[src/rtl/smac_wb_pkg.sv]
// Shared definitions for the quantized-result write-back sequencer.
//   wb_state_t : write-back FSM states (IDLE, RD, LAT, WR, DONE)
//   idx_width  : width of a buffer index for n entries ($clog2, minimum 1)
package smac_wb_pkg;

  typedef enum logic [2:0] {
    IDLE = 3'd0,
    RD   = 3'd1,
    LAT  = 3'd2,
    WR   = 3'd3,
    DONE = 3'd4
  } wb_state_t;

  // A single-entry buffer still needs a one-bit index port.
  function automatic int idx_width(input int n);
    return (n <= 1) ? 1 : $clog2(n);
  endfunction

endpackage

[src/rtl/quant_wb_ctrl.sv]
// Write-back sequencer for quantized results.
// Waits for the sticky quant-done flag, then for each of N_WORDS entries reads
// the result buffer (1-cycle latency), holds the word and writes it to memory
// over a valid/ready port. After the last accepted write it pulses wb_clear for
// one cycle so the parent can drop the quant-done flag.
//
// Ports:
//   clk, rst_n        clock, asynchronous active-low reset
//   quant_done_flag   results ready (sticky flag owned by the parent)
//   buf_rd_en/addr    result-buffer read strobe and index
//   buf_rd_data       buffer data, valid the cycle after buf_rd_en
//   mem_wr_valid/ready/addr/data  memory write request port
//   wb_clear          one-cycle pulse clearing the quant-done flag
//   wb_busy           high whenever the sequencer is not idle
module quant_wb_ctrl
  import smac_wb_pkg::*;
#(
  parameter int DATA_W    = 8,
  parameter int ADDR_W    = 10,
  parameter int N_WORDS   = 16,
  parameter int BASE_ADDR = 0,
  localparam int IDX_W    = idx_width(N_WORDS)
) (
  input  logic              clk,
  input  logic              rst_n,
  input  logic              quant_done_flag,
  output logic              buf_rd_en,
  output logic [IDX_W-1:0]  buf_rd_addr,
  input  logic [DATA_W-1:0] buf_rd_data,
  output logic              mem_wr_valid,
  input  logic              mem_wr_ready,
  output logic [ADDR_W-1:0] mem_wr_addr,
  output logic [DATA_W-1:0] mem_wr_data,
  output logic              wb_clear,
  output logic              wb_busy
);

  if (N_WORDS < 1) begin : g_bad_n_words
    $error("quant_wb_ctrl: N_WORDS must be >= 1");
  end

  localparam logic [IDX_W-1:0]  LAST_IDX = IDX_W'(N_WORDS - 1);
  localparam logic [ADDR_W-1:0] BASE     = ADDR_W'(BASE_ADDR);

  wb_state_t         state_q, state_d;
  logic [IDX_W-1:0]  idx_q, idx_d;
  logic [DATA_W-1:0] hold_q, hold_d;

  logic              buf_rd_en_q, buf_rd_en_d;
  logic [IDX_W-1:0]  buf_rd_addr_q, buf_rd_addr_d;
  logic              mem_wr_valid_q, mem_wr_valid_d;
  logic [ADDR_W-1:0] mem_wr_addr_q, mem_wr_addr_d;
  logic [DATA_W-1:0] mem_wr_data_q, mem_wr_data_d;
  logic              wb_clear_q, wb_clear_d;
  logic              wb_busy_q, wb_busy_d;

  always_comb begin
    state_d = state_q;
    idx_d   = idx_q;
    hold_d  = hold_q;

    case (state_q)
      IDLE: begin
        if (quant_done_flag) begin
          state_d = RD;
          idx_d   = '0;
        end
      end
      RD:   state_d = LAT;
      LAT: begin
        hold_d  = buf_rd_data;
        state_d = WR;
      end
      WR: begin
        if (mem_wr_ready) begin
          if (idx_q == LAST_IDX) begin
            state_d = DONE;
          end else begin
            idx_d   = idx_q + 1'b1;
            state_d = RD;
          end
        end
      end
      DONE:    state_d = IDLE;
      default: state_d = IDLE;
    endcase

    // Outputs are decoded from the next state so that, once registered, they
    // line up with the state they belong to. A stalled WR keeps state, idx and
    // hold unchanged, so valid/addr/data stay steady without extra logic.
    buf_rd_en_d    = (state_d == RD);
    buf_rd_addr_d  = (state_d == RD) ? idx_d : '0;
    mem_wr_valid_d = (state_d == WR);
    mem_wr_addr_d  = (state_d == WR) ? (BASE + ADDR_W'(idx_d)) : '0;
    mem_wr_data_d  = (state_d == WR) ? hold_d : '0;
    wb_clear_d     = (state_d == DONE);
    wb_busy_d      = (state_d != IDLE);
  end

  always_ff @(posedge clk or negedge rst_n) begin
    if (!rst_n) begin
      state_q        <= IDLE;
      idx_q          <= '0;
      hold_q         <= '0;
      buf_rd_en_q    <= 1'b0;
      buf_rd_addr_q  <= '0;
      mem_wr_valid_q <= 1'b0;
      mem_wr_addr_q  <= '0;
      mem_wr_data_q  <= '0;
      wb_clear_q     <= 1'b0;
      wb_busy_q      <= 1'b0;
    end else begin
      state_q        <= state_d;
      idx_q          <= idx_d;
      hold_q         <= hold_d;
      buf_rd_en_q    <= buf_rd_en_d;
      buf_rd_addr_q  <= buf_rd_addr_d;
      mem_wr_valid_q <= mem_wr_valid_d;
      mem_wr_addr_q  <= mem_wr_addr_d;
      mem_wr_data_q  <= mem_wr_data_d;
      wb_clear_q     <= wb_clear_d;
      wb_busy_q      <= wb_busy_d;
    end
  end

  assign buf_rd_en    = buf_rd_en_q;
  assign buf_rd_addr  = buf_rd_addr_q;
  assign mem_wr_valid = mem_wr_valid_q;
  assign mem_wr_addr  = mem_wr_addr_q;
  assign mem_wr_data  = mem_wr_data_q;
  assign wb_clear     = wb_clear_q;
  assign wb_busy      = wb_busy_q;

endmodule

[config.mk]
export PLATFORM = sky130hd
export DESIGN_NAME = quant_wb_ctrl
export DESIGN_NICKNAME = d
export VERILOG_FILES = /design/src/rtl/smac_wb_pkg.sv /design/src/rtl/quant_wb_ctrl.sv
export SDC_FILE = /design/constraint.sdc
export NUM_CORES = 1
export LEC_CHECK = 0
export CELL_PAD_IN_SITES_DETAIL_PLACEMENT = 0
export CELL_PAD_IN_SITES_GLOBAL_PLACEMENT = 1
export CORE_ASPECT_RATIO = 1.75
export CORE_MARGIN = 10
export CORE_UTILIZATION = 39
export DETAILED_ROUTE_END_ITERATION = 16
export PLACE_DENSITY_LB_ADDON = 0.1
export SLEW_MARGIN = 20
export SYNTH_ARGS = -nofsm -noshare
export SYNTH_HDL_FRONTEND = slang
export SYNTH_SLANG_ARGS = --single-unit
[constraint.sdc]
create_clock -name clk -period 3.61 [get_ports clk]
set_input_delay 0.5415 -clock clk [delete_from_list [all_inputs] [get_ports clk]]
set_output_delay 0.5415 -clock clk [all_outputs]
set_load 0.005 [all_outputs]
==> flow_summary.ini <==
[sta]
hold_viol_final = 0
setup_violations = 0
min_period_ns = 1.78
clock.fmax_ghz = 0.563
timing.final.crit_share = 0.492
slew_violations = 0
rsz0062_at_grt = false
finClkSkew_ns = 0.00301
setup_tns_ns = 0

[placed_design]
io_buffers = 31
gp_congestion = 0.781
dp_hpwl_um = 2040

[logic_synthesis]
synth_ff_type = dfrtp_1
syn_inst = 111
synth_area_sq_mm = 0.00139
synth_top_area_frac = 0.631
synthTopCellsByArea = dfrtp_1 (63%), mux2_2 (6.5%), and2_1 (4.5%), buf_4 (3.2%), nand2b_1 (1.8%)
yosysTopAreaCell = dfrtp_1
ys_warn_count = 0
syn_area_per_cell_sq_um = 12.5
ys_seq_area_frac = 0.631
synth-seq-cells = 35
synth_edf_count = 0
synthArstFlopShare = 1.00
synth.distinct_cells = 32

[routing]
drt_wl_total_um = 2790
wl_per_cell_um = 14.7
ant_nets = 0
vias_per_cell = 4.67
drc = 0
first_iter_violations = 20
num_vias = 888
drtPass1Iterations = 4

[critical_path]
crit_arrival_ns = 1.94
start_kind = input port
cpPeakStageDelay_ns = 0.57
r2r-start = state_q[0]$_DFF_PN0_
path_buf_inv = 1
crit_path_end = idx_q[3]$_DFF_PN0_
r2r-end = mem_wr_data[7]$_DFF_PN0_
reg2regPathDepth = 3
crit_start = quant_done_flag
reg2reg_slack_ns = 1.98
cp_data_required_time_ns = 3.78
crit_cells = 4
crit_chain = clkdlybuf4s50_1, or4b_1, o31a_1, o22a_1
critPathMaxFanout = 6
cp_top_family = simple AND/OR/NAND/NOR gates
crit_slowest_cell = or4b_1
endpoint_kind = register
setup.worst_path.class = input port to register

[clock_network]
htreeDepth = 2
post_cts_buffers = 0
clk_pin_slew_ns = 0.06
ctsResizeCount = 0
tritoncts = done
cts_buffers = 5
root_buffer = clkbuf_8
cts.sinks = 35
cts_buffer_depth = 2
insertion_delay_ns = 0.28
hold_buffers = 0

[pwr]
power.switching_mw = 0.406
seq_power_share = 0.450
power.density_mw_per_mm2 = 767
clkPwrFrac = 0.201
sw_frac_of_total = 0.294
irDropWorstVdd_mv = 0.378
power.share.combinational = 0.349
power.internal_mw = 0.978
p_leak_nw = 0.816

[die]
start_util = 0.408
die_w_um = 65.1
fp.dieH_um = 98.9
die-area_sq_mm = 0.00644
design.core.area_sq_mm = 0.00340
std_cell_rows = 28
ios = 38

[cells_and_area]
n_fill_cell = 332
final_nets = 158
multi_input_area_sq_um = 453
regArea_sq_um = 876
drive_gt1_frac = 0.124
final_cell_mix = dfrtp_1 (35), clkdlybuf4s50_1 (31), and2_1 (10), mux2_2 (8)
antennaDiodeCount = 0
area_growth_pct = 30.1
final_util = 0.531
final_common_cell = dfrtp_1

[global_routing]
grt_pass1_vias = 959
grt_pass1_wl_um = 4780
grt_max_degree = 36
gr-total-overflow = 0
grtUsageTotal = 0.0957
antenna_found_initial = 0

[worst_hold_path]
min_path_type = register to register
min_from = hold_q[0]$_DFF_PN0_

[job]
max-cap-violations = 0

[run_status]
status = complete, no violations
-- Yosys cell counts (all sizes together) (2+ instances only) --
cell,number
dfrtp,35
and2,10
buf,8
mux2,8
nand2,5
nor2,5
inv,4
nand2b,4
nor3,4
a21oi,3
and3,2
clkbuf,2
nand3,2
o21ai,2
-- logic make-up after synthesis --
group / synth area share
AO/OA/AOI/OAI: 0.0640
XOR/XNOR: 0.00631
adder cells (fa/ha/maj): 0.00902
buffers and inverters: 0.0559
flip-flops: 0.631
multiplexers: 0.0649
other: 0.00270
AND/OR/NAND/NOR: 0.166
-- power groups by stage --
stage,Sequential (mW),Combinational [mW],Clock [mW]
after floorplan,0.613,0.282,0
after global placement,0.625,0.485,0
after detailed placement,0.631,0.495,0
after CTS,0.624,0.497,0.289
after global routing,0.645,0.546,0.306
final,0.623,0.483,0.278
-- layer usage --
metal | global-route usage | share of wire
met3 | 0.0420 | 0.066
met2 | 0.159 | 0.54
met4 | 0.0546 | 0.012
met1 | 0.0965 | 0.38
met5 | 0 | 0
-- through the flow --
step | setup WS [ns] | hold WS (ns) | std cells | area (sq um) | total power, mW
floorplan | 2.09 | 0.246 | 116 | 1410 | 0.895
global placement | 1.59 | 0.474 | 183 | 1720 | 1.11
detailed placement | 1.55 | 0.481 | 183 | 1720 | 1.13
CTS | 1.85 | 0.496 | 190 | 1810 | 1.41
global route | 1.80 | 0.509 | 190 | 1810 | 1.50
finish | 1.83 | 0.492 | 190 | 1810 | 1.38
-- state kept, by name, summed over array words and instances (netlist names) --
signal and cells:
mem_wr_valid 1, mem_wr_addr 4, buf_rd_en 1, mem_wr_data 8, wb_busy 1, state_q 3, buf_rd_addr 4, hold_q 8
wb_clear 1, idx_q 4
-- worst min-delay path by stage --
stage	to	depth (start not counted)
global route	hold_q[5]$_DFF_PN0_	1
floorplan	buf_rd_addr[0]$_DFF_PN0_	0
finish	hold_q[0]$_DFF_PN0_	1
CTS	hold_q[0]$_DFF_PN0_	1
detailed placement	hold_q[4]$_DFF_PN0_	1
global placement	hold_q[3]$_DFF_PN0_	1
-- worst register-to-register path: cells and delay by family (launching register included) --
family	cells	cell delay [ns]
AND/OR/NAND/NOR	2	0.63
flip-flops	1	0.49
multiplexers	1	0.40
-- area by class of cell --
cell class | count | share of cell area
tap | 45 | 0.0312
timing repair buffer | 32 | 0.176
clock buffer | 6 | 0.0457
clock inverter | 1 | 0.00277
sequential | 35 | 0.485
multi-input combinational | 67 | 0.251
inverter | 4 | 0.00832
(Power assumes the default switching activity.)
